`config.mk`:
```
export PLATFORM = sky130hd
export DESIGN_NAME = vsq_scale_sequencer_flat
export DESIGN_NICKNAME = d
export VERILOG_FILES = /design/src/rtl/vsq_scale_sequencer_if.sv /design/src/rtl/vsq_scale_sequencer.sv /design/src/flat_wrapper.sv
export SDC_FILE = /design/constraint.sdc
export NUM_CORES = 1
export LEC_CHECK = 0
export ABC_CLOCK_PERIOD_IN_PS = 17310
export CAP_MARGIN = 10
export CORE_MARGIN = 4
export CORE_UTILIZATION = 40
export DETAILED_ROUTE_END_ITERATION = 7
export HOLD_SLACK_MARGIN = 0.05
export PLACE_DENSITY_LB_ADDON = 0.15
export SKIP_CTS_REPAIR_TIMING = 1
export SYNTH_ARGS = -nofsm -noshare
export SYNTH_HDL_FRONTEND = slang
export SYNTH_SLANG_ARGS = --single-unit
```
`constraint.sdc`:
```
create_clock -name clk -period 17.31 [get_ports clk]
set_input_delay 5.193 -clock clk [delete_from_list [all_inputs] [get_ports clk]]
set_output_delay 5.193 -clock clk [all_outputs]
set_load 0.005 [all_outputs]
```
`src/rtl/vsq_scale_sequencer_if.sv`:
```
// rtl/vsq_scale_sequencer_if.sv - command, element and result handshakes of the scale sequencer
interface vsq_scale_sequencer_if #(
    parameter int LEN_W = 6
);
    logic             cmd_valid;
    logic             cmd_ready;
    logic             cmd_is_vsq;
    logic [7:0]       cmd_a_factor;
    logic [7:0]       cmd_b_factor;
    logic [LEN_W-1:0] cmd_len;

    logic             in_valid;
    logic             in_ready;
    logic [13:0]      in_psum;

    logic             out_valid;
    logic             out_ready;
    logic [23:0]      out_sum;
    logic [LEN_W-1:0] out_count;
    logic             out_ovf;

    modport master (
        output cmd_valid, cmd_is_vsq, cmd_a_factor, cmd_b_factor, cmd_len,
        output in_valid, in_psum, out_ready,
        input  cmd_ready, in_ready, out_valid, out_sum, out_count, out_ovf
    );

    modport slave (
        input  cmd_valid, cmd_is_vsq, cmd_a_factor, cmd_b_factor, cmd_len,
        input  in_valid, in_psum, out_ready,
        output cmd_ready, in_ready, out_valid, out_sum, out_count, out_ovf
    );
endinterface

```
`src/rtl/vsq_scale_sequencer.sv`:
```
// rtl/vsq_scale_sequencer.sv - accumulates a vector of partial sums, optionally scaled by (A*B) mod 256
module vsq_scale_sequencer #(
    parameter int LEN_W = 6
) (
    input  logic                 clk,
    input  logic                 rst_n,
    vsq_scale_sequencer_if.slave bus,
    output logic                 busy
);
    typedef enum logic [1:0] {
        IDLE = 2'd0,
        RUN  = 2'd1,
        DONE = 2'd2
    } state_t;

    state_t           state_q, state_d;
    logic [23:0]      acc_q;
    logic [LEN_W-1:0] count_q;
    logic [LEN_W-1:0] len_q;
    logic [7:0]       sprod_q;
    logic             is_vsq_q;
    logic             ovf_q;

    logic             cmd_fire;
    logic             in_fire;
    logic             out_fire;
    logic             last_elem;
    logic [LEN_W-1:0] count_inc;
    logic [21:0]      prod_w;
    logic [21:0]      term_w;
    logic [24:0]      sum_w;
    logic [15:0]      ab_w;

    assign cmd_fire  = (state_q == IDLE) && bus.cmd_valid;
    assign in_fire   = (state_q == RUN)  && bus.in_valid;
    assign out_fire  = (state_q == DONE) && bus.out_ready;
    assign count_inc = count_q + LEN_W'(1);
    assign last_elem = (count_inc == len_q);

    // The 14x8 product fits 22 bits exactly, so the mod 2^22 is implicit.
    assign prod_w = 22'(bus.in_psum) * 22'(sprod_q);
    assign term_w = is_vsq_q ? prod_w : 22'(bus.in_psum);
    assign sum_w  = {1'b0, acc_q} + {3'b000, term_w};
    assign ab_w   = 16'(bus.cmd_a_factor) * 16'(bus.cmd_b_factor);

    always_comb begin
        state_d = state_q;
        case (state_q)
            IDLE: if (cmd_fire) state_d = (bus.cmd_len != '0) ? RUN : DONE;
            RUN:  if (in_fire && last_elem) state_d = DONE;
            DONE: if (out_fire) state_d = IDLE;
            default: state_d = IDLE;
        endcase
    end

    always_ff @(posedge clk or negedge rst_n) begin
        if (!rst_n) begin
            state_q  <= IDLE;
            acc_q    <= '0;
            count_q  <= '0;
            len_q    <= '0;
            sprod_q  <= '0;
            is_vsq_q <= 1'b0;
            ovf_q    <= 1'b0;
        end else begin
            state_q <= state_d;
            if (cmd_fire) begin
                is_vsq_q <= bus.cmd_is_vsq;
                sprod_q  <= ab_w[7:0];
                len_q    <= bus.cmd_len;
                acc_q    <= '0;
                count_q  <= '0;
                ovf_q    <= 1'b0;
            end else if (in_fire) begin
                acc_q   <= sum_w[23:0];
                count_q <= count_inc;
                if (sum_w[24]) ovf_q <= 1'b1;
            end
        end
    end

    // Every output is a state decode or a datapath register; results persist until the next command.
    assign bus.cmd_ready = (state_q == IDLE);
    assign bus.in_ready  = (state_q == RUN);
    assign bus.out_valid = (state_q == DONE);
    assign bus.out_sum   = acc_q;
    assign bus.out_count = count_q;
    assign bus.out_ovf   = ovf_q;
    assign busy          = (state_q != IDLE);
endmodule

```
`src/flat_wrapper.sv`:
```
// flat-port wrapper written by rule: the top's interface ports become plain ports
module vsq_scale_sequencer_flat 
#(
    parameter int LEN_W = 6
)
  (clk, rst_n, busy, bus_cmd_valid, bus_cmd_is_vsq, bus_cmd_a_factor, bus_cmd_b_factor, bus_cmd_len, bus_in_valid, bus_in_psum, bus_out_ready, bus_cmd_ready, bus_in_ready, bus_out_valid, bus_out_sum, bus_out_count, bus_out_ovf);
  vsq_scale_sequencer_if #(.LEN_W(LEN_W)) bus_i ();
  input  logic clk;
  input  logic rst_n;
  output logic busy;
  input wire logic [$bits(bus_i.cmd_valid)-1:0] bus_cmd_valid;
  input wire logic [$bits(bus_i.cmd_is_vsq)-1:0] bus_cmd_is_vsq;
  input wire logic [$bits(bus_i.cmd_a_factor)-1:0] bus_cmd_a_factor;
  input wire logic [$bits(bus_i.cmd_b_factor)-1:0] bus_cmd_b_factor;
  input wire logic [$bits(bus_i.cmd_len)-1:0] bus_cmd_len;
  input wire logic [$bits(bus_i.in_valid)-1:0] bus_in_valid;
  input wire logic [$bits(bus_i.in_psum)-1:0] bus_in_psum;
  input wire logic [$bits(bus_i.out_ready)-1:0] bus_out_ready;
  output wire logic [$bits(bus_i.cmd_ready)-1:0] bus_cmd_ready;
  output wire logic [$bits(bus_i.in_ready)-1:0] bus_in_ready;
  output wire logic [$bits(bus_i.out_valid)-1:0] bus_out_valid;
  output wire logic [$bits(bus_i.out_sum)-1:0] bus_out_sum;
  output wire logic [$bits(bus_i.out_count)-1:0] bus_out_count;
  output wire logic [$bits(bus_i.out_ovf)-1:0] bus_out_ovf;
  assign bus_i.cmd_valid = bus_cmd_valid;
  assign bus_i.cmd_is_vsq = bus_cmd_is_vsq;
  assign bus_i.cmd_a_factor = bus_cmd_a_factor;
  assign bus_i.cmd_b_factor = bus_cmd_b_factor;
  assign bus_i.cmd_len = bus_cmd_len;
  assign bus_i.in_valid = bus_in_valid;
  assign bus_i.in_psum = bus_in_psum;
  assign bus_i.out_ready = bus_out_ready;
  assign bus_cmd_ready = bus_i.cmd_ready;
  assign bus_in_ready = bus_i.in_ready;
  assign bus_out_valid = bus_i.out_valid;
  assign bus_out_sum = bus_i.out_sum;
  assign bus_out_count = bus_i.out_count;
  assign bus_out_ovf = bus_i.out_ovf;
  vsq_scale_sequencer #(.LEN_W(LEN_W)) u_core (.clk(clk), .rst_n(rst_n), .bus(bus_i), .busy(busy));
endmodule
```
# Word-level counts from Yosys, hierarchy flattened
# Cells that the tools add are included.
[op_classes] addsub=2 multipliers=2 muxes=13 n_reduce_logical=11 eq_ne=6
[op_table] op="$mux W24" n=2
[op_table] op="$add A24 B22 Y25" n=1
[op_table] op="$mul A14 B8 Y22" n=1
[op_table] op="$mux W22" n=1
[op_table] op="$mux W6" n=2
[op_table] op="$mul A8 B8 Y8" n=1
[op_table] op="$mux W2" n=4
[op_table] op="$add A6 B1 Y6 const B" n=1
[op_table] op="$eq A6 B6 Y1" n=1
[op_table] op="$ne A2 B1 Y1 const B" n=3
[op_table] op="$pmux W2 S3" n=1
[op_table] op="$reduce_bool A2 Y1" n=3
[op_table] op="$reduce_bool A6 Y1" n=1
[op_table] op="$logic_and A1 B1 Y1" n=4
[op_table] op="$mux W1" n=3
[op_table] op="$reduce_and A3 Y1" n=1
[op_table] op="$eq A2 B1 Y1 const B" n=1
[op_table] op="$eq A2 B2 Y1 const B" n=1
[op_table] op="$logic_not A2 Y1" n=1
[op_table] op="$reduce_and A2 Y1" n=1
[word_totals] input_bits=42 ff_bits=48 output_inout_bits=35 elab_cells=41

# Logic depth before layout (Yosys ltp)
# Gate-level depths: netlist (run 1).
[depth] ltp_word=6 mapped_depth=26 depth_no_buf=25

# Worst setup path before layout (run 1)
# No wires, ideal clock.
[synth_timing] kind="input to register" startpoint="input port bus_in_psum[3]" endpoint="register u_core.ovf_q (netlist: u_core.bus.out_ovf)" setup_time_ns=0.128 cell_stages=23 required_ns=17.182 slack_ns=6.313 t_arrival_ns=10.869 path_buffers=0 cell_sequence="and2_1 -> fa_1 -> fa_1 -> fa_1 -> inv_1 -> fa_1 -> inv_1 -> ha_1 -> a2111oi_0 -> o211ai_1 -> a41oi_1 -> o21bai_1 -> a21oi_1 -> xnor2_1 -> nor2_1 -> ha_1 -> a21o_1 -> a21o_1 -> a21o_1 -> a211o_1 -> o31a_1 -> a2111oi_2 -> nor2_1"
[synth_via] elab_chain_len=5
[synth_lines] item="start: declaration" line="flat_wrapper.sv:17" text="input wire logic [$bits(bus_i.in_psum)-1:0] bus_in_psum;"
[synth_lines] item="$mul A14 B8 Y22" line="vsq_scale_sequencer.sv:41" text="assign prod_w = 22'(bus.in_psum) * 22'(sprod_q);"
[synth_lines] item="$mux W22 (*)" line="vsq_scale_sequencer.sv:42" text="assign term_w = is_vsq_q ? prod_w : 22'(bus.in_psum);"
[synth_lines] item="$add A24 B22 Y25 (*)" line="vsq_scale_sequencer.sv:43" text="assign sum_w = {1'b0, acc_q} + {3'b000, term_w};"
[synth_lines] item="$reduce_bool A2 Y1 (no line) (*)"
[synth_lines] item="$reduce_and A2 Y1 (no line) (*)"
[synth_lines] item="end signal: assignment" line="vsq_scale_sequencer.sv:64" text="ovf_q <= 1'b0;"
[synth_lines] item="end signal: assignment" line="vsq_scale_sequencer.sv:73" text="ovf_q <= 1'b0;"
[synth_lines] item="end signal: assignment" line="vsq_scale_sequencer.sv:77" text="if (sum_w[24]) ovf_q <= 1'b1;"
[synth_lines] item="end: declaration" line="vsq_scale_sequencer.sv:22" text="logic ovf_q;"
# Mark *: on every way between the ends. The rest lies on a longest branch, timed or not.
# A chain may end at the register's enable or synchronous reset.

# Worst setup path in the final report (run 1)
[layout_timing] startpoint="input port bus_in_psum[3]" endpoint="register u_core.acc_q[21] (netlist: u_core.bus.out_sum[21])"
[layout_via] elab_chain_len=5
[layout_lines] item="$mul A14 B8 Y22" line="vsq_scale_sequencer.sv:41"
[layout_lines] item="$mux W22 (*)" line="vsq_scale_sequencer.sv:42"
[layout_lines] item="$add A24 B22 Y25 (*)" line="vsq_scale_sequencer.sv:43"
[layout_lines] item="$mux W24 (*)" line="vsq_scale_sequencer.sv:74" text="end else if (in_fire) begin"
[layout_lines] item="$mux W24 (*)" line="vsq_scale_sequencer.sv:67" text="if (cmd_fire) begin"
[layout_lines] item="end signal: assignment" line="vsq_scale_sequencer.sv:75" text="acc_q <= sum_w[23:0];"
[layout_lines] item="end: declaration" line="vsq_scale_sequencer.sv:17" text="logic [23:0] acc_q;"
# Mark *: on every way between the ends. The rest lies on a longest branch, timed or not. The select of a mux whose other input is x is not followed.

==> results of run 1 <==
-- cells in the mapped netlist (all sizes together) (2+ instances only) --
master   number  share of area
a211o         3         0.0034
a21oi        32          0.022
o21a          6         0.0059
o21bai        8         0.0079
mux2i         3         0.0039
nand2       116          0.057
a311oi        2         0.0023
nand3         9         0.0059
o21ai        48          0.032
o211ai        2         0.0020
nand2b        6         0.0049
o31ai         6         0.0077
ha           81           0.13
nand4         2         0.0016
and2        112          0.092
a2111oi       5         0.0074
or3           2         0.0016
nor2b         3         0.0025
fa           85           0.22
xor2         19          0.022
nor3         11         0.0072
a22o          4         0.0046
nor2         31          0.015
a41oi         2         0.0023
dfrtp        48           0.16
a31oi         4         0.0033
a21o         16          0.016
xnor2        36          0.041
a211oi        7         0.0069
a21boi        2         0.0020
inv         129          0.064
clkbuf       22          0.011
and3          3         0.0026
mux2          9          0.013
-- state kept, by name (all words and copies together) (netlist names) --
name and count:
u_core.bus.out_sum 24, u_core.sprod_q 8, u_core.bus.out_count 6, u_core.len_q 6, u_core.state_q 2, u_core.bus.out_ovf 1
u_core.is_vsq_q 1
-- cell families (layout without fill, tap and decap cells) --
| family | Yosys count | count (layout) | share of synthesized area |
|---|---|---|---|
| mux | 12 | 12 | 0.01723 |
| compound gates | 158 | 158 | 0.1390 |
| simple gates | 297 | 297 | 0.1925 |
| fa+ha+maj | 166 | 166 | 0.3561 |
| flops | 48 | 48 | 0.1576 |
| buf+inv | 151 | 215 | 0.07435 |
| xor+xnor | 55 | 55 | 0.06319 |
-- worst paths after layout --
check | slack (ns) | from | depth (start not counted) | to
worst max-delay path | 5.52 | bus_in_psum[3] | 24 | u_core.bus.out_sum[21]$_DFFE_PN0P_
worst min-delay path | 0.50 | u_core.bus.out_sum[23]$_DFFE_PN0P_ | 1 | u_core.bus.out_sum[23]$_DFFE_PN0P_
worst max register to register | 10.32 | u_core.sprod_q[5]$_DFFE_PN0P_ | 23 | u_core.bus.out_sum[21]$_DFFE_PN0P_
worst min register to register | 0.50 | u_core.bus.out_sum[23]$_DFFE_PN0P_ | 1 | u_core.bus.out_sum[23]$_DFFE_PN0P_
max in group asynchronous | 11.89 | rst_n | 2 | u_core.bus.out_sum[14]$_DFFE_PN0P_
min in group asynchronous | 5.00 | rst_n | 2 | u_core.bus.out_sum[20]$_DFFE_PN0P_
-- through the flow --
| stage | cell area (um^2) | setup slack [ns] |
|---|---|---|
| 2_1_floorplan | 7624 | 6.313 |
| 3_3_place_gp | 8605 | 5.325 |
| 3_5_place_dp | 8605 | 5.267 |
| 4_1_cts | 8757 | 5.562 |
| 5_1_grt | 8757 | 4.976 |
| 6_report | 8757 | 5.521 |
-- layer usage --
layer	global-route usage	routed length [um]	vias to the layer above
li1	-	-	3002
met1	0.2684	9299	2904
met2	0.2796	8024	134
met3	0.01893	815	15
met4	0.02258	121	0
met5	0	0	-
-- layout make-up --
type	count	area, um^2	area share
multi-input combinational	688	5856	0.6687
clock inverter	2	13.76	0.001572
sequential	48	1201	0.1372
inverter	129	484.2	0.05529
tap	234	292.8	0.03343
clock buffer	6	138.9	0.01586
timing repair buffer	78	770.7	0.08801
==> results.py, run 1 <==
metrics = {
    "placement": {
        "dpl.hpwl_um": 14670,
        "placed_cells": 1177,
        "port-buffer-count": 76,
        "gp_congestion": 0.8340,
    },
    "clock_tree": {
        "clock_sink_count": 48,
        "cts-root-buf": "clkbuf_16",
        "cts_tree": "built",
        "insertion_delay_ns": 0.29,
        "cts_buffers": 5,
        "clockBufferDepth": 2,
        "clkSlewWorstSetupHoldPaths_ns": 0.07,
        "htreeDepth": 2,
    },
    "hold_path": {
        "hp-class": "flop to flop",
    },
    "timing": {
        "fmax_mhz": 84.83,
        "fin_skew_ns": 0.008616,
        "drv_slew": 0,
        "tightest_slew_ns": 0.7687,
        "slew_headroom": 0.4863,
        "rsz0062_at_grt": "no",
        "hold_violations": 0,
        "fin_crit_sh": 0.6810,
        "whs_ns": 0.5011,
        "fin_tns_setup_ns": 0,
        "setup_viol": 0,
        "period_needed_ns": 11.79,
    },
    "route": {
        "via_per_inst": 5.110,
        "drtPass1Iterations": 4,
        "wire_per_inst_um": 15.41,
        "drc": 0,
        "vias": 6055,
        "ant_nets": 0,
        "totalWireLength_um": 18260,
        "dr.first_iter.drc_count": 198,
    },
    "worst_setup_path": {
        "slowest_stage": "fa_1",
        "end_kind": "flop",
        "slowest_delay_ns": 0.58,
        "cp.buffers_inverters": 3,
        "startpoint_type": "input pin",
        "critPathMaxFanout": 9,
        "cp_common_cell": "fa_1",
        "cp_top_family": "adder cells",
        "crit_required_ns": 17.49,
        "crit_chain": "clkdlybuf4s50_1 > and2_1 > fa_1 > fa_1 > fa_1 > inv_1 > fa_1 > inv_1 > ha_1 > a2111oi_0 > o21ai_0 > and2_1 > o21ai_0 > nand2b_1 > a31oi_1 > mux2i_1 > ha_1 > and2_1 > nor2_1 > o21ai_0 > a31oi_1 > a21boi_0 > o21bai_1 > mux2_2",
        "arrival_ns": 11.97,
        "worstSetupPathType": "input pin to flop",
    },
    "final_layout": {
        "num_antenna_cells": 0,
        "layout-drive-gt1-share": 0.02944,
        "fill_cells": 1834,
        "fin_nets": 1158,
        "mostFrequentLayoutCell": "inv_1",
        "final_core_util": 0.4682,
        "final_cell_mix": "129 x inv_1, 116 x nand2_1, 112 x and2_1",
        "fin_cells": 1185,
        "syn2layout_area_growth_pct": 14.87,
    },
    "status": {
        "outcome": "completed",
    },
    "logic_synthesis": {
        "yosysUniqueCellTypes": 52,
        "ys_ff_latch": 48,
        "syn_area_um2": 7624,
        "synth-seq-area-share": 0.1576,
        "synth_cells": 887,
        "syn-mean-instance-area_um2": 8.595,
        "synth_edf_count": 0,
        "postSynthNetCount": 1095,
        "yosysWarnings": 0,
        "synth-async-reset-ratio": 1.000,
        "synth_ff_type": "dfrtp_1",
    },
    "floorplan": {
        "core_um2": 18710,
        "rows": 50,
        "start_util": 0.4076,
        "fp.dieW_um": 146.1,
        "dieArea_um2": 21330,
        "die_y_um": 146.1,
        "pin_count": 77,
    },
    "global_route": {
        "grt_first_pass_wirelength_um": 31350,
        "grt_overflow": 0,
        "grt_pass1_vias": 6197,
        "antenna_found_initial": 1,
        "grt_use_total": 0.1764,
        "grt_max_degree": 49,
    },
    "flow_run": {
        "max_cap_violations": 0,
    },
}
Power of run 1 is left out: the tool's default activity adds up to more than one toggle a clock period on the data nets, which glitch-free logic cannot reach.
==> run 2, diff against run 1 <==
--- a/config.mk
+++ b/config.mk
@@ -5,7 +5,7 @@
 export SDC_FILE = /design/constraint.sdc
 export NUM_CORES = 1
 export LEC_CHECK = 0
-export ABC_CLOCK_PERIOD_IN_PS = 17310
+export ABC_CLOCK_PERIOD_IN_PS = 9550
 export CAP_MARGIN = 10
 export CORE_MARGIN = 4
 export CORE_UTILIZATION = 40
==> constraint.sdc (replaced) <==
create_clock -name clk -period 9.55 [get_ports clk]
set_input_delay 2.865 -clock clk [delete_from_list [all_inputs] [get_ports clk]]
set_output_delay 2.865 -clock clk [all_outputs]
set_load 0.005 [all_outputs]
==> run 2 against run 1 <==
First-iteration DRC count up 6.6%. Global-route usage down 0.50 points. Final area up 1.5%.
==> results.py, run 2 (synthesis results as in run 1) <==
metrics = {
    "status": {
        "outcome": "completed",
    },
    "clock_tree": {
        "clock_sink_count": 48,
        "cts-root-buf": "clkbuf_16",
        "cts_buffers": 5,
        "htreeDepth": 2,
        "clockBufferDepth": 2,
        "cts_tree": "built",
        "insertion_delay_ns": 0.29,
        "clkSlewWorstSetupHoldPaths_ns": 0.07,
    },
    "timing": {
        "rsz0062_at_grt": "no",
        "fin_crit_sh": 0.9658,
        "setup_viol": 0,
        "setup_ws_ns": 0.3262,
        "fmax_mhz": 108.4,
        "drv_slew": 0,
        "slew_headroom": 0.4674,
        "hold_violations": 0,
        "tightest_slew_ns": 0.7959,
        "whs_ns": 0.5009,
        "fin_skew_ns": 0.009649,
        "period_needed_ns": 9.224,
    },
    "final_layout": {
        "largest_register_ffs": 24,
        "layout-drive-gt1-share": 0.04654,
        "design_area_um2": 8887,
        "mostFrequentLayoutCell": "inv_1",
        "final_cell_mix": "129 x inv_1, 116 x nand2_1, 112 x and2_1",
        "multi_input_area_um2": 5863,
        "fill_cells": 1836,
        "fin_nets": 1175,
        "regArea_um2": 1201,
        "syn2layout_area_growth_pct": 16.58,
        "num_antenna_cells": 0,
    },
    "global_route": {
        "antenna_found_initial": 0,
        "grt_pass1_vias": 6083,
        "grt_use_total": 0.1713,
        "grt_max_degree": 49,
        "grt_first_pass_wirelength_um": 30770,
        "grt_overflow": 0,
    },
    "worst_setup_path": {
        "end_kind": "flop",
        "arrival_ns": 9.39,
        "crit_chain": "clkdlybuf4s50_1 > and2_1 > fa_1 > fa_1 > fa_1 > inv_1 > fa_1 > inv_1 > ha_1 > a2111oi_0 > o211ai_1 > a41oi_2 > o21bai_1 > a21oi_1 > xnor2_1 > nor2_1 > ha_1 > a21o_1 > a21o_1 > a21o_1 > a211o_1 > o31a_1 > a2111oi_2 > nor2_1",
        "crit_required_ns": 9.72,
        "cp_common_cell": "fa_1",
        "worstSetupPathType": "input pin to flop",
        "slowest_delay_ns": 0.56,
        "critPathMaxFanout": 7,
        "startpoint_type": "input pin",
        "slowest_stage": "fa_1",
        "rr_worst_depth": 23,
    },
    "placement": {
        "preCtsSetupSlack_ns": -0.01469,
        "placed_area_um2": 8732,
        "gp_congestion": 0.8384,
        "port-buffer-count": 76,
        "dpl.hpwl_um": 14820,
    },
    "route": {
        "drtPass1Iterations": 4,
        "via_per_inst": 5.028,
        "wire_per_inst_um": 14.96,
        "vias": 6039,
        "totalWireLength_um": 17970,
        "ant_nets": 0,
        "drc": 0,
        "dr.first_iter.drc_count": 211,
    },
    "floorplan": {
        "pin_count": 77,
        "dieArea_um2": 21330,
        "die_y_um": 146.1,
        "start_util": 0.4076,
        "fp.dieW_um": 146.1,
        "core_um2": 18710,
        "rows": 50,
    },
    "hold_path": {
        "hp-class": "flop to flop",
        "hold-path-cell-count": 2,
    },
    "flow_run": {
        "max_cap_violations": 0,
    },
}
## run 2: changes by cell type in the layout (fill, tap and decap cells not counted), sizes merged
cell  delta
buf     +17
inv      -1
## run 2: per-stage QoR
| step | cells | setup TNS [ns] | utilization |
|---|---|---|---|
| after floorplan | 887 | 0 | - |
| after global placement | 1194 | 0 | 0.4668 |
| after detailed placement | 1194 | -0.01469 | 0.4668 |
| after CTS | 1201 | 0 | 0.4747 |
| after global routing | 1201 | 0 | 0.4751 |
| final | 1201 | 0 | 0.4751 |
## run 2: final cells by class
cell class / instances / area share
clock buffers: 6 / 0.01563
clock inverters: 1 / 0.0009855
inverters: 129 / 0.05448
multi-input cells: 688 / 0.6597
flip-flops and latches: 48 / 0.1352
well taps: 234 / 0.03294
repair buffers: 95 / 0.1011
## run 2: worst paths after layout
path                                                from                                  to  slack (ns)
setup reg to reg           u_core.sprod_q[6]$_DFFE_PN0P_      u_core.bus.out_ovf$_DFFE_PN0P_        2.76
setup / recovery                          bus_in_psum[6]      u_core.bus.out_ovf$_DFFE_PN0P_        0.33
max in group asynchronous                          rst_n       u_core.sprod_q[4]$_DFFE_PN0P_        6.45
hold / removal               u_core.len_q[4]$_DFFE_PN0P_         u_core.len_q[4]$_DFFE_PN0P_        0.50
min in group asynchronous                          rst_n  u_core.bus.out_sum[19]$_DFFE_PN0P_        2.68
hold reg to reg              u_core.len_q[4]$_DFFE_PN0P_         u_core.len_q[4]$_DFFE_PN0P_        0.50
## run 2: worst max-delay path, delay by kind of cell
kind | cells | cell delay, ns
fa+ha+maj | 6 | 2.74
simple gates | 3 | 0.36
xor+xnor | 1 | 0.15
compound gates | 11 | 2.67
buf+inv | 3 | 0.61
## run 2: routing by layer
layer / up-vias / routed length [um] / global-route usage
met2: 94 / 7879 / 0.2719
met4: 0 / 121 / 0.02446
met5: - / 0 / 0
met1: 2902 / 9208 / 0.2569
met3: 11 / 761 / 0.02235
li1: 3032 / - / -
Power of run 2 is left out for the same reason.
==> run 3, diff against run 2 <==
--- a/config.mk
+++ b/config.mk
@@ -10,9 +10,11 @@
 export CORE_MARGIN = 4
 export CORE_UTILIZATION = 40
 export DETAILED_ROUTE_END_ITERATION = 7
+export GPL_TIMING_DRIVEN = 0
 export HOLD_SLACK_MARGIN = 0.05
 export PLACE_DENSITY_LB_ADDON = 0.15
 export SKIP_CTS_REPAIR_TIMING = 1
+export SLEW_MARGIN = 20
 export SYNTH_ARGS = -nofsm -noshare
 export SYNTH_HDL_FRONTEND = slang
 export SYNTH_SLANG_ARGS = --single-unit
==> run 3 against run 2 <==
Die area is the same. Routed wire length rose by 5.8%. Via count shrank 0.25%. Global-route usage increased by 1.5 points. Maximum frequency up 1.7%. Register-to-register slack got worse by 0.46 ns. First-iteration DRC count decreased by 26%. Core utilization is 0.39 points lower. Highest routed layer unchanged.
==> results.py, run 3 (synthesis results as in run 1) <==
metrics = {
    "route": {
        "dr.first_iter.drc_count": 157,
        "ant_nets": 0,
        "totalWireLength_um": 19010,
        "drc": 0,
        "via_per_inst": 5.016,
        "vias": 6024,
        "wire_per_inst_um": 15.83,
        "drtPass1Iterations": 4,
    },
    "floorplan": {
        "pin_count": 77,
        "rows": 50,
        "dieArea_um2": 21330,
        "start_util": 0.4076,
        "die_y_um": 146.1,
        "core_um2": 18710,
        "fp.dieW_um": 146.1,
    },
    "timing": {
        "fin_tns_setup_ns": 0,
        "tightest_slew_ns": 0.6476,
        "rsz0062_at_grt": "no",
        "setup_viol": 0,
        "period_needed_ns": 9.073,
        "slew_headroom": 0.5683,
        "setup_ws_ns": 0.4765,
        "fin_skew_ns": 0.007352,
        "drv_slew": 0,
        "fmax_mhz": 110.2,
        "whs_ns": 0.5033,
        "hold_violations": 0,
        "fin_crit_sh": 0.9501,
    },
    "final_layout": {
        "design_area_um2": 8815,
        "mostFrequentLayoutCell": "inv_1",
        "final_cell_mix": "129 x inv_1, 116 x nand2_1, 112 x and2_1",
        "largest_register_ffs": 24,
        "syn2layout_area_growth_pct": 15.62,
        "num_antenna_cells": 0,
        "layout-drive-gt1-share": 0.02585,
        "fin_nets": 1175,
    },
    "placement": {
        "port-buffer-count": 73,
        "placed_area_um2": 8645,
        "dpl.hpwl_um": 15570,
        "gp_congestion": 0.8946,
        "preCtsSetupSlack_ns": -0.2971,
    },
    "global_route": {
        "grt_first_pass_wirelength_um": 32660,
        "grt_use_total": 0.1861,
        "grt_max_degree": 49,
        "antenna_found_initial": 0,
        "grt_pass1_vias": 6352,
        "grt_overflow": 0,
    },
    "worst_setup_path": {
        "end_kind": "flop",
        "slowest_delay_ns": 0.56,
        "r2r_start": "u_core.sprod_q[7]$_DFFE_PN0P_",
        "crit_start": "bus_in_psum[3]",
        "slowest_stage": "fa_1",
        "startpoint_type": "input pin",
        "crit_chain": "dlymetal6s2s_1 > and2_1 > fa_1 > fa_1 > fa_1 > inv_1 > fa_1 > inv_1 > ha_1 > a2111oi_0 > o211ai_1 > a41oi_1 > o21bai_1 > a21oi_1 > xnor2_1 > nor2_1 > ha_1 > a21o_1 > a21o_1 > a21o_1 > a211o_1 > o31a_1 > a2111oi_2 > nor2_1",
        "cp_common_cell": "fa_1",
        "arrival_ns": 9.25,
        "crit_required_ns": 9.72,
        "critPathMaxFanout": 9,
        "worstSetupPathType": "input pin to flop",
    },
    "status": {
        "outcome": "completed",
    },
    "hold_path": {
        "hp-class": "flop to flop",
        "hp-start": "u_core.len_q[1]$_DFFE_PN0P_",
    },
    "clock_tree": {
        "clkSlewWorstSetupHoldPaths_ns": 0.07,
        "cts_tree": "built",
        "htreeDepth": 2,
        "insertion_delay_ns": 0.30,
        "cts-root-buf": "clkbuf_16",
        "clock_sink_count": 48,
        "clockBufferDepth": 2,
        "cts_buffers": 5,
    },
    "flow_run": {
        "max_cap_violations": 0,
    },
}
[run 3: routing by layer]
| layer | track usage | routed length, um |
|---|---|---|
| met5 | 0 | 0 |
| met4 | 0.03763 | 268 |
| met3 | 0.02855 | 829 |
| met2 | 0.2919 | 8368 |
| met1 | 0.2745 | 9544 |
[run 3: layout make-up]
| type | count | area (um^2) |
|---|---|---|
| Fill cell | 1833 | 9891 |
| Multi-Input combinational cell | 688 | 5856 |
| Sequential cell | 48 | 1201 |
| Timing Repair Buffer | 73 | 750.7 |
| Inverter | 129 | 484.2 |
| Tap cell | 234 | 292.8 |
| Clock buffer | 6 | 138.9 |
| Buffer | 22 | 82.58 |
| Clock inverter | 1 | 8.758 |
[run 3: worst paths after layout]
check	endpoint	slack [ns]	cells after the start
max	u_core.bus.out_ovf$_DFFE_PN0P_	0.48	24
min	u_core.len_q[1]$_DFFE_PN0P_	0.50	2
max reg2reg	u_core.bus.out_ovf$_DFFE_PN0P_	2.30	24
min reg2reg	u_core.len_q[1]$_DFFE_PN0P_	0.50	2
max in group asynchronous	u_core.bus.out_sum[5]$_DFFE_PN0P_	6.53	1
min in group asynchronous	u_core.bus.out_sum[18]$_DFFE_PN0P_	2.60	1
[run 3: critical path, delay by kind of cell]
kind            cells  cell delay, ns
compound gates     11            2.67
xor+xnor            1            0.15
fa+ha+maj           6            2.82
buf+inv             3            0.34
simple gates        3            0.38
[run 3: per-stage QoR]
stage / std cells / utilization
finish: 1201 / 0.4712
global placement: 1194 / 0.4623
CTS: 1201 / 0.4700
detailed placement: 1194 / 0.4621
global route: 1201 / 0.4712
floorplan: 887 / -
Power of run 3 is left out for the same reason.
